### src/rtl/tx_scheduler.sv
`default_nettype none
// ============================================================================
// Module   : tx_scheduler
// Purpose  : Shares one word_to_byte_tx serializer between an error-byte
//            requester and a read-data-word requester. Requests are queued in
//            a small FIFO (error wins on entry); a drain FSM issues one job at
//            a time, waits for done, enforces an inter-frame gap and abandons
//            a job whose done never arrives.
// Revision : 1.0 - initial release
// ============================================================================
module tx_scheduler #(
  parameter int DEPTH          = 4,
  parameter int GAP_CYCLES     = 16,
  parameter int TIMEOUT_CYCLES = 1_000_000
) (
  input  logic                       clock,
  input  logic                       reset,
  input  logic                       i_err_valid,
  input  logic [7:0]                 i_err_byte,
  output logic                       o_err_ready,
  input  logic                       i_data_valid,
  input  logic [31:0]                i_data_word,
  output logic                       o_data_ready,
  output logic                       o_wtb_enable,
  output logic                       o_wtb_mode_select,
  output logic [31:0]                o_wtb_word,
  output logic [7:0]                 o_wtb_byte,
  input  logic                       i_wtb_done,
  output logic [$clog2(DEPTH):0]     o_level,
  output logic                       o_busy,
  output logic                       o_timeout
);

  localparam int PW         = $clog2(DEPTH);
  localparam int LW         = PW + 1;
  localparam int EW         = 41;
  localparam int TW         = (TIMEOUT_CYCLES > 2) ? $clog2(TIMEOUT_CYCLES) : 1;
  localparam int GW         = (GAP_CYCLES > 2) ? $clog2(GAP_CYCLES) : 1;
  localparam int GAP_LAST_I = (GAP_CYCLES > 0) ? GAP_CYCLES - 1 : 0;

  localparam logic [TW-1:0] TO_LAST  = TW'(TIMEOUT_CYCLES - 1);
  localparam logic [GW-1:0] GAP_LAST = GW'(GAP_LAST_I);
  localparam logic [GW-1:0] GAP_MAX  = '1;
  localparam logic [LW-1:0] LVL_FULL = LW'(DEPTH);

  typedef enum logic [1:0] {
    S_IDLE  = 2'd0,
    S_START = 2'd1,
    S_WAIT  = 2'd2,
    S_GAP   = 2'd3
  } state_t;

  state_t          state_q, state_d;
  logic [EW-1:0]   mem_q [DEPTH];
  logic [EW-1:0]   mem_d [DEPTH];
  logic [PW-1:0]   wr_ptr_q, wr_ptr_d;
  logic [PW-1:0]   rd_ptr_q, rd_ptr_d;
  logic [LW-1:0]   level_q, level_d;
  logic [TW-1:0]   to_cnt_q, to_cnt_d;
  logic [GW-1:0]   gap_cnt_q, gap_cnt_d;
  logic            mode_q, mode_d;
  logic [7:0]      byte_q, byte_d;
  logic [31:0]     word_q, word_d;

  logic            full;
  logic            push_err;
  logic            push_data;
  logic            push;
  logic            pop;
  logic [EW-1:0]   push_entry;
  logic [EW-1:0]   head_entry;

  // Entry arbitration and FIFO bookkeeping; full is taken from the registered level only
  always_comb begin
    full       = (level_q == LVL_FULL);
    push_err   = i_err_valid && !full;
    push_data  = i_data_valid && !full && !i_err_valid;
    push       = push_err || push_data;
    push_entry = push_err ? {1'b0, i_err_byte, 32'd0} : {1'b1, 8'd0, i_data_word};
    pop        = (state_q == S_IDLE) && (level_q != '0);
    head_entry = mem_q[rd_ptr_q];

    mem_d = mem_q;
    if (push) begin
      mem_d[wr_ptr_q] = push_entry;
    end
    wr_ptr_d = push ? wr_ptr_q + PW'(1) : wr_ptr_q;
    rd_ptr_d = pop  ? rd_ptr_q + PW'(1) : rd_ptr_q;

    level_d = level_q;
    case ({push, pop})
      2'b10:   level_d = level_q + LW'(1);
      2'b01:   level_d = level_q - LW'(1);
      default: level_d = level_q;
    endcase

    mode_d = mode_q;
    byte_d = byte_q;
    word_d = word_q;
    if (pop) begin
      mode_d = head_entry[40];
      byte_d = head_entry[39:32];
      word_d = head_entry[31:0];
    end
  end

  // Drain FSM: one serializer job at a time, timeout takes effect on the terminal count
  always_comb begin
    state_d   = state_q;
    to_cnt_d  = to_cnt_q;
    gap_cnt_d = gap_cnt_q;
    case (state_q)
      S_IDLE: begin
        if (pop) begin
          state_d = S_START;
        end
      end
      S_START: begin
        state_d  = S_WAIT;
        to_cnt_d = '0;
      end
      S_WAIT: begin
        if ((to_cnt_q == TO_LAST) || i_wtb_done) begin
          state_d   = (GAP_CYCLES == 0) ? S_IDLE : S_GAP;
          gap_cnt_d = '0;
        end else begin
          to_cnt_d = to_cnt_q + TW'(1);
        end
      end
      S_GAP: begin
        if (gap_cnt_q == GAP_LAST) begin
          state_d = S_IDLE;
        end else if (gap_cnt_q != GAP_MAX) begin
          gap_cnt_d = gap_cnt_q + GW'(1);
        end
      end
      default: state_d = S_IDLE;
    endcase
  end

  // State, FIFO and payload registers; reset flushes everything and drops any job in flight
  always_ff @(posedge clock) begin
    if (reset) begin
      state_q   <= S_IDLE;
      wr_ptr_q  <= '0;
      rd_ptr_q  <= '0;
      level_q   <= '0;
      to_cnt_q  <= '0;
      gap_cnt_q <= '0;
      mode_q    <= 1'b1;
      byte_q    <= '0;
      word_q    <= '0;
      for (int i = 0; i < DEPTH; i++) begin
        mem_q[i] <= '0;
      end
    end else begin
      state_q   <= state_d;
      wr_ptr_q  <= wr_ptr_d;
      rd_ptr_q  <= rd_ptr_d;
      level_q   <= level_d;
      to_cnt_q  <= to_cnt_d;
      gap_cnt_q <= gap_cnt_d;
      mode_q    <= mode_d;
      byte_q    <= byte_d;
      word_q    <= word_d;
      for (int i = 0; i < DEPTH; i++) begin
        mem_q[i] <= mem_d[i];
      end
    end
  end

  // Output decode: only the ready pair looks at inputs, everything else is register-derived
  always_comb begin
    o_err_ready       = !full;
    o_data_ready      = !full && !i_err_valid;
    o_wtb_enable      = (state_q == S_START);
    o_wtb_mode_select = mode_q;
    o_wtb_word        = word_q;
    o_wtb_byte        = byte_q;
    o_level           = level_q;
    o_busy            = (state_q != S_IDLE) || (level_q != '0);
    o_timeout         = (state_q == S_WAIT) && (to_cnt_q == TO_LAST);
  end

endmodule
`default_nettype wire

### config.mk
export PLATFORM = sky130hd
export DESIGN_NAME = tx_scheduler
export DESIGN_NICKNAME = d
export VERILOG_FILES = /design/src/rtl/tx_scheduler.sv
export SDC_FILE = /design/constraint.sdc
export NUM_CORES = 1
export LEC_CHECK = 0
export ABC_AREA = 0
export BUFFER_PORTS_ARGS = -buffer_cell sky130_fd_sc_hd__buf_4
export CORE_MARGIN = 2
export CORE_UTILIZATION = 52
export CTS_BUF_LIST = sky130_fd_sc_hd__clkbuf_4 sky130_fd_sc_hd__clkbuf_8 sky130_fd_sc_hd__clkbuf_16
export DETAILED_ROUTE_END_ITERATION = 12
export GPL_ROUTABILITY_DRIVEN = 0
export GPL_TIMING_DRIVEN = 0
export PLACE_DENSITY_LB_ADDON = 0.12
export REMOVE_ABC_BUFFERS = 1
export SETUP_SLACK_MARGIN = 0.5
export SLEW_MARGIN = 0
export SYNTH_ARGS = -nofsm -noshare
export SYNTH_HDL_FRONTEND = slang
export SYNTH_SLANG_ARGS = --single-unit
export TNS_END_PERCENT = 1
### constraint.sdc
create_clock -name clock -period 3 [get_ports clock]
set_input_delay 0.15 -clock clock [delete_from_list [all_inputs] [get_ports clock]]
set_output_delay 0.15 -clock clock [all_outputs]
set_load 0.02 [all_outputs]
## Word-level counts from Yosys, hierarchy flattened

Index checks and enable logic that the tools add are counted.

| operators by class | value |
|---|---|
| order comparisons | 3 |
| shifts and indexed selects | 0 |
| add/subtract/negate cells | 6 |
| reductions and logical operators | 21 |
| bitwise logic cells | 2 |
| muxes and demuxes | 18 |
| div/mod/pow operators | 0 |
| $mul | 0 |
| equal/unequal tests | 15 |

Operator list:

| operator | number |
|---|---|
| 164-bit bitwise mux | 1 |
| 41-bit two-way mux | 4 |
| 41-bit binary-select mux with 2-bit select | 1 |
| 41-bit demux with 2-bit select | 1 |
| 20-bit case mux with 2 select lines | 1 |
| 20-bit by 1-bit adder with 20-bit output, second input constant | 1 |
| 20-bit == test, second input constant | 1 |
| 20-bit two-way mux | 1 |
| 4-bit two-way mux | 3 |
| 2-bit inequality test, second input constant | 6 |
| 2-bit case mux with 4 select lines | 1 |
| 4-bit case mux with 2 select lines | 1 |
| 2-bit nonzero test | 4 |
| 1-bit logical AND | 7 |
| 2-bit == test, second input constant | 3 |
| 3-bit >= comparator, second input constant | 2 |
| 2-bit two-way mux | 3 |
| 2-bit NOT with 3-bit output | 2 |
| 3-bit case mux with 2 select lines | 1 |
| 2-bit by 1-bit adder with 2-bit output, second input constant | 2 |
| 4-bit by 1-bit adder with 4-bit output, second input constant | 1 |
| 2-bit by 1-bit == test with 1-bit output, second input constant | 2 |
| 4-bit == test, second input constant | 1 |
| 4-bit inequality test, second input constant | 1 |
| other kinds (11) | 14 |

| storage, ports and cells | value |
|---|---|
| flip-flop bits (word level) | 238 |
| bits in read-only memories | 0 |
| logic and storage cells | 78 |
| bits of input ports | 45 |
| RAM bits | 0 |
| latch bits | 0 |
| output and inout port bits | 49 |
| memories kept | 0 |

## Logic depth before layout (Yosys ltp)

Gate-level depths: netlist of run 1.

| depth | value |
|---|---|
| word-level depth | 7 |
| depth in mapped cells | 12 |
| gate-level depth less buffers | 10 |

## Worst setup path after synthesis of run 1

OpenSTA, ideal clock, no wires.

| path | value |
|---|---|
| path type | reg-to-reg |
| from | register level_q[0], in the netlist o_level[0] |
| to | register level_q[2], in the netlist o_level[2] |
| period minus slack after synthesis | 2,561 ps |
| required time | 2,930 ps |
| cell stages (with the launch flop) | 12 |
| slack | 439 ps |
| setup time | 70 ps |
| arrival time | 2,491 ps |
| path buffers | 2 |
| cells stage by stage | dfxtp_1 nor3_1 nand2b_1 clkbuf_1 inv_2 clkbuf_1 ha_1 inv_1 fa_1 xor2_1 or3_1 a21oi_1 |

| between the ends | value |
|---|---|
| elaborated cells between the ends (all ways) | 14 |
| classes of those cells | add/sub: 2; eq/ne: 3; mux: 1; reduce/logical: 8 |

RTL lines:

| element | RTL line | RTL |
|---|---|---|
| from (decl) | 58 | `logic [LW-1:0] level_q, level_d;` |
| from (signal assigned) | 160 | `level_q <= level_d;` |
| 3-bit nonzero test (*) | 80 | `pop = (state_q == S_IDLE) && (level_q != '0);` |
| 1-bit logical AND (*) | 80 |  |
| via pop | 69 | `logic pop;` |
| 2-bit by 1-bit == test with 1-bit output / 2-bit == test (equally long branches) | 91 | `case ({push, pop})` |
| 3-bit case mux with 2 select lines / 2-bit nonzero test (equally long branches) | n/a |  |

The timed path passes the listed nets; every way through them passes the cells marked *.
A chain may end at the register's enable or synchronous reset.

## Worst setup path in the final report of run 1

| path | value |
|---|---|
| from | register state_q[1] |
| to | register level_q[2], in the netlist o_level[2] |

| between the ends | value |
|---|---|
| word-level cells in the longest chain between the ends | 4 |
| elaborated cells between the ends (all ways) | 6 |
| classes of those cells | eq/ne: 2; mux: 1; reduce/logical: 3 |

Ends and longest elaborated chain:

| element | RTL line | RTL |
|---|---|---|
| from (decl) | 53 | `state_t state_q, state_d;` |
| from (signal assigned) | 157 | `state_q <= state_d;` |
| 2-bit zero test (*) | 80 |  |
| 1-bit logical AND (*) | 80 |  |
| 2-bit by 1-bit == test with 1-bit output / 2-bit == test (equally long branches) | 91 |  |
| 3-bit case mux with 2 select lines / 2-bit nonzero test (equally long branches) | n/a |  |

Every way passes the cells marked *; elsewhere a longest branch is shown, timed or not.

==> impl_metrics.env, run 1 <==
export IMPL_slew_headroom_pct=42.09
export IMPL_ios=94
export IMPL_initial_core_util_pct=53.51
export IMPL_worstSetupPathType="register to register"
export IMPL_overflow=0
export IMPL_antenna_found_initial=0
export IMPL_drc=0
export IMPL_arrival_ps=2800
export IMPL_cts_tree="yes"
export IMPL_wirelength_um=26800
export IMPL_vias_per_cell=5.703
export IMPL_avgSynthCellArea_sq_um=8.481
export IMPL_period_minus_slack_ps=2351
export IMPL_ys_ff_latch=238
export IMPL_finClkSkew_ps=25.55
export IMPL_slew_violations=0
export IMPL_drtPass1Iterations=4
export IMPL_diodes=0
export IMPL_cap_viol_max_count=0
export IMPL_cts_max_path_buffers=3
export IMPL_worstSetupStartpointType="register"
export IMPL_hold_path_depth=2
export IMPL_grt_pass1_vias=8222
export IMPL_seq_power_share_pct=36.4
export IMPL_syn_to_final_growth_pct=23.38
export IMPL_clkPwrFrac_pct=32.3
export IMPL_syn_instance_count=1192
export IMPL_max_freq_ghz=0.4254
export IMPL_place_inst=1451
export IMPL_peakVddDrop_uv=531.9
export IMPL_setup_tns_ps=0
export IMPL_post_route_util_pct=66.02
export IMPL_netSwitchingPower_mw=3.622
export IMPL_powerDensity_mw_per_mm2=839.0
export IMPL_ff2ff_path_depth=11
export IMPL_p_int_mw=6.842
export IMPL_grt_pass1_wl_um=42850
export IMPL_hold_class="input pin to register"
export IMPL_rsz0062_at_grt="false"
export IMPL_grt_max_degree=157
export IMPL_cp_common_cell="inv_1"
export IMPL_status="finished clean"
export IMPL_setup_viol=0
export IMPL_die_area_sq_mm=0.02057
export IMPL_root_buffer="clkbuf_16"
export IMPL_crit_path_max_incr_delay_ps=370
export IMPL_route_vias_total=8806
export IMPL_h_tree_depth=1
export IMPL_cp_max_fo=22
export IMPL_drt_iter0_drc=846
export IMPL_hold_ws_ps=41.50
export IMPL_core_sq_mm=0.01889
export IMPL_comb_power_share_pct=31.2
export IMPL_fin_ws_ps=649.1
export IMPL_drive_gt1_share_pct=17.52
export IMPL_wl_per_cell_um=17.36
export IMPL_synth_warnings=0
export IMPL_place_hpwl_um=14810
export IMPL_cts_buffers=27
export IMPL_fp_dieW_um=143.4
export IMPL_synthesis_area_sq_mm=0.01011
export IMPL_grt_util_all_layers_pct=26.02
export IMPL_ys_seq_area_share_pct=47.13
export IMPL_clkSinkCount=238
export IMPL_min_period_over_period_pct=78.36
export IMPL_path_cells="inv_1 -> ha_4 -> nand2b_4 -> buf_16 -> inv_16 -> ha_1 -> inv_1 -> fa_1 -> xor2_1 -> or3_1 -> a21oi_1"
export IMPL_layout_cells_non_filler=1544
export IMPL_worstSetupEndpointType="register"
export IMPL_critPathSlowestCell="fa_1"
export IMPL_switching_share_pct=34.62
export IMPL_design_area_sq_mm=0.01247
export IMPL_tightest_slew_ps=868.7
export IMPL_p_leak_nw=4.361
export IMPL_synth_cell_type_count=54
export IMPL_io_buffers=93
export IMPL_drtAntennaViolNets=0
export IMPL_placed_area_sq_mm=0.01103
export IMPL_dp_worst_setup_slack_ps=-376.8
export IMPL_nets=1321
export IMPL_synth_ff_type="dfxtp_1"
export IMPL_synthArstFlopShare_pct=0
export IMPL_fp_row_count=50
export IMPL_hold_violations=0
export IMPL_die_h_um=143.4
export IMPL_clkTransAtPathRegs_ps=60
export IMPL_clk_latency_ps=540
export IMPL_synth_edf_count=0
export IMPL_fin_total_pwr_mw=10.46
export IMPL_cp_required_ps=3440
## power groups by stage
stage          clock network, mW  logic, mW  registers, mW
3_3_place_gp                   0       2.58           3.94
6_report                    3.38       3.27           3.81
3_5_place_dp                   0       2.97           3.87
2_1_floorplan                  0       1.57           3.90
4_1_cts                     3.43       3.26           3.81
5_1_grt                     3.54       3.52           3.86
## critical path, delay by kind of cell, from the launching register on
family | cells | cell delay [ps]
flip-flops | 1 | 330
buffers and inverters | 4 | 510
AND/OR/NAND/NOR | 2 | 380
AO/OA/AOI/OAI | 1 | 140
XOR/XNOR | 1 | 150
adder cells (fa/ha/maj) | 3 | 740
## per-layer routing
| metal | up-vias | share of wire (%) | global-route usage, % |
|---|---|---|---|
| met5 | - | 0 | 0 |
| met4 | 0 | 1.5 | 5.470 |
| met3 | 31 | 5.9 | 3.532 |
| met2 | 258 | 50 | 45.44 |
| met1 | 4204 | 43 | 34.60 |
| li1 | 4313 | - | - |
## cell families (layout without fill, tap and decap cells)
logic type               after synthesis  count (layout)  share of synthesized area, %
AND/OR/NAND/NOR                      518             518                         22.98
AO/OA/AOI/OAI                        253             253                         13.44
flip-flops                           238             238                         47.13
buffers and inverters                122             214                         5.000
multiplexers                          42              42                         9.245
adder cells (fa/ha/maj)               13              13                         1.683
XOR/XNOR                               6               6                        0.5199
## repair_timing
item,4_1_cts,5_1_grt
hold buffers,40,0
gates resized for setup,8,6
gates cloned,2,0
buffers inserted,1,0
hold endpoints to repair,160,0
endpoints found under the setup margin,3,65
## state kept, by name, summed over array words and instances, names as in the netlist
signal	flops
to_cnt_q	20
o_wtb_mode_select	1
mem_q	164
wr_ptr_q	2
o_level	3
gap_cnt_q	4
rd_ptr_q	2
o_wtb_word	32
state_q	2
o_wtb_byte	8
## cell usage after synthesis, drive strengths merged (7+ instances only)
| cell type | n | area share (%) |
|---|---|---|
| nand3 | 177 | 8.8 |
| a21oi | 215 | 11 |
| nor2 | 22 | 0.82 |
| clkbuf | 66 | 2.5 |
| nand2 | 270 | 10 |
| nor3 | 8 | 0.40 |
| inv | 14 | 0.52 |
| dfxtp | 238 | 47 |
| o21ai | 7 | 0.35 |
| buf | 41 | 2.0 |
| mux4 | 41 | 9.1 |
| ha | 12 | 1.5 |
## path summary, 6_finish.rpt
check,from,to,slack [ps]
worst min register to register,mem_q[54],mem_q[54],450
worst max register to register,state_q[1],o_level[2],650
worst max-delay path,state_q[1],o_level[2],650
worst min-delay path,reset,mem_q[30],40
## final cells by class
type | instances | area, sq um
multi-input cells | 832 | 4898
clock buffers | 40 | 834.6
well taps | 260 | 325.3
fillers | 1632 | 6420
inverters | 15 | 72.57
clock inverters | 10 | 103.9
flip-flops and latches | 238 | 4771
repair inverters | 1 | 8.758
repair buffers | 148 | 1459
## cells in the final DEF (no fill, tap or decap), types with 11 or more instances in the layout
master and n:
a21oi_1 215, buf_4 93, clkbuf_16 28, dfxtp_1 235, dlygate4sd3_1 40, ha_1 11
inv_1 12, mux4_2 41, nand2_1 265, nand3_1 177, nor2_1 21
No activity file was read; power rests on OpenSTA's default activity.
==> inputs of run 2 (changes only) <==
ABC_AREA = 1   (was 0)
clock period = 2 ns   (was 3 ns; I/O delays follow)
==> run 2 against run 1 <==
The flow now finishes with violations (negative hold slack). Count of clock-buffer cells in the layout stayed put. First-iteration DRC count is 15% lower. Power is 64% higher. Worst setup slack worse by 560 ps. Non-clock buffer count is 13 higher. Critical path type unchanged.
==> impl_metrics.env, run 2 <==
export IMPL_cp_max_fo=4
export IMPL_crit_path_max_incr_delay_ps=360
export IMPL_worstSetupEndpointType="register"
export IMPL_cp_required_ps=2400
export IMPL_worstSetupPathType="register to register"
export IMPL_cap_viol_max_count=0
export IMPL_comb_power_share_pct=37.2
export IMPL_slew_violations=0
export IMPL_drc=0
export IMPL_setup_tns_ps=0
export IMPL_netSwitchingPower_mw=6.612
export IMPL_cts_max_path_buffers=3
export IMPL_status="complete, but fails checks"
export IMPL_path_delay_family="adder cells"
export IMPL_worstSetupStartpointType="register"
export IMPL_fin_ws_ps=90.64
export IMPL_cts_tree="yes"
export IMPL_h_tree_depth=1
export IMPL_route_vias_total=10075
export IMPL_cts_buffers=25
export IMPL_fin_total_pwr_mw=17.21
export IMPL_die_area_sq_mm=0.02143
export IMPL_clk_latency_ps=530
export IMPL_clkSinkCount=238
export IMPL_nets=1598
export IMPL_core_sq_mm=0.02004
export IMPL_path_cells="inv_2 -> ha_4 -> nand2_4 -> inv_16 -> ha_2 -> inv_2 -> fa_2 -> a21oi_2 -> o21ai_2 -> o21ai_1 -> a21oi_1"
export IMPL_syn_instance_count=1441
export IMPL_largest_reg_flops=164
export IMPL_seq_power_share_pct=36.9
export IMPL_grt_pass1_vias=9304
export IMPL_fp_row_count=52
export IMPL_ios=94
export IMPL_synthesis_area_sq_mm=0.01055
export IMPL_wirelength_um=30640
export IMPL_io_buffers=93
export IMPL_synth_ff_type="dfxtp_1"
export IMPL_design_area_sq_mm=0.01299
export IMPL_mostFrequentLayoutCell="dfxtp_1"
export IMPL_finClkSkew_ps=24.73
export IMPL_busiest_layer="met2"
export IMPL_root_buffer="clkbuf_16"
export IMPL_grt_max_degree=99
export IMPL_powerDensity_mw_per_mm2=1325
export IMPL_setup_viol=0
export IMPL_syn_to_final_growth_pct=23.17
export IMPL_p_leak_nw=5.044
export IMPL_clkTransAtPathRegs_ps=60
export IMPL_ys_ff_latch=238
export IMPL_grt_use_met3_pct=3.438
export IMPL_tightest_slew_ps=837.9
export IMPL_period_minus_slack_ps=1909
export IMPL_place_hpwl_um=13810
export IMPL_synth_top_cell_area_share_pct=45.18
export IMPL_p_int_mw=10.60
export IMPL_ys_seq_area_share_pct=45.18
export IMPL_wl_per_cell_um=16.78
export IMPL_synth_area_leaders="dfxtp_1 45%, o21ai_0 9.3%, a21oi_1 8.8%"
export IMPL_top_register="mem_q"
export IMPL_placed_area_sq_mm=0.01119
export IMPL_cp_common_cell="inv_2"
export IMPL_overflow=0
export IMPL_avgSynthCellArea_sq_um=7.318
export IMPL_synth_common_cells="238 x dfxtp_1, 205 x nand2_1, 196 x o21ai_0"
export IMPL_drive_gt1_share_pct=16.45
export IMPL_hold_violations=1
export IMPL_drtAntennaViolNets=0
export IMPL_synthArstFlopShare_pct=0
export IMPL_max_freq_ghz=0.5237
export IMPL_min_period_over_period_pct=95.47
export IMPL_critPathSlowestCell="fa_2"
export IMPL_hold_ws_ps=-2.394
export IMPL_drtPass1Iterations=5
export IMPL_nFillCells=1821
export IMPL_rsz0062_at_grt="true"
export IMPL_violations="negative hold slack"
export IMPL_vias_per_cell=5.518
export IMPL_hold_class="input pin to register"
export IMPL_drt_iter0_drc=720
export IMPL_synth_largest_area_cell="dfxtp_1"
export IMPL_arrival_ps=2310
export IMPL_die_h_um=146.4
export IMPL_grt_pass1_wl_um=48050
export IMPL_diodes=0
export IMPL_peakVddDrop_uv=926.1
export IMPL_crit_buf_inv=3
export IMPL_clkPwrFrac_pct=25.9
export IMPL_synth_most_common_cell="dfxtp_1"
export IMPL_synth_warnings=0
export IMPL_synth_cell_type_count=34
export IMPL_synth_edf_count=0
export IMPL_dp_worst_setup_slack_ps=-895.1
export IMPL_grtUsageMet2_pct=46.49
export IMPL_initial_core_util_pct=52.62
export IMPL_slew_headroom_pct=44.14
export IMPL_fp_dieW_um=146.4
export IMPL_switching_share_pct=38.42
export IMPL_use_met1_pct=36.57
export IMPL_grt_util_all_layers_pct=27.31
export IMPL_antenna_found_initial=0
export IMPL_final_cell_mix="229 x dfxtp_1, 203 x nand2_1, 192 x o21ai_0"
[run 2: changes by cell type after synthesis, sizes merged, moves of 29 or more]
cell,change
a211oi,+29
a21oi,-29
a31oi,+38
inv,+145
mux4,-41
nand2,-58
nand3,-133
nor2,+148
o21ai,+190
[run 2: kinds of logic (layout without fill, tap and decap cells)]
group	after synthesis	in the layout	synth area share, %
buf+inv	261	369	10.24
compound gates	486	486	25.15
fa+ha+maj	13	13	1.614
simple gates	439	446	17.48
flops	238	238	45.18
xor+xnor	4	4	0.3323
[run 2: cell type report]
| cell class | instances | area [sq um] | area share, % |
|---|---|---|---|
| inverters | 160 | 655.6 | 5.048 |
| multi-input cells | 949 | 4936 | 38.00 |
| repair inverters | 5 | 38.79 | 0.2986 |
| well taps | 270 | 337.8 | 2.601 |
| clock buffers | 40 | 769.5 | 5.924 |
| flip-flops and latches | 238 | 4783 | 36.83 |
| clock inverters | 3 | 18.77 | 0.1445 |
| repair buffers | 161 | 1449 | 11.16 |
[run 2: stage by stage]
step,util [%],instances
5_1_grt,64.82,1826
3_3_place_gp,55.41,1703
6_report,64.82,1826
2_1_floorplan,-,1340
3_5_place_dp,55.84,1706
4_1_cts,63.83,1818
[run 2: tightest hold or removal path: stages]
cell	delay [ps]
buf_4	110
inv_1	70
nor2_2	60
nand2_1	60
a21oi_1	60
[run 2: timing repair]
action                     CTS  global route
setup endpoints to repair  240           239
hold endpoints to repair   118             0
cloned                      10             2
setup buffers               21             6
pin swaps                    8             7
hold buffers                38             0
resized for setup           53            29
[run 2: power by group through the flow]
stage	registers [mW]	logic [mW]	clock network, mW
after floorplan	6.80	2.92	0
after global placement	6.66	4.85	0
after detailed placement	6.52	5.09	0
after CTS	6.41	5.97	4.52
after global routing	6.46	6.99	4.72
final	6.35	6.40	4.46
[run 2: path summary, 6_finish.rpt]
check	from	to	slack [ps]	cells past startpoint
min reg2reg	mem_q[101]	mem_q[101]	450	2
max reg2reg	state_q[1]	o_level[2]	90	11
max	state_q[1]	o_level[2]	90	11
min	i_data_word[0]	mem_q[123]	-2	5
[run 2: metal layers]
metal,part of all wire [%],wire length (um)
met2,48,14650
met4,2.6,787
met1,43,13250
met3,6.4,1946
met5,0,0
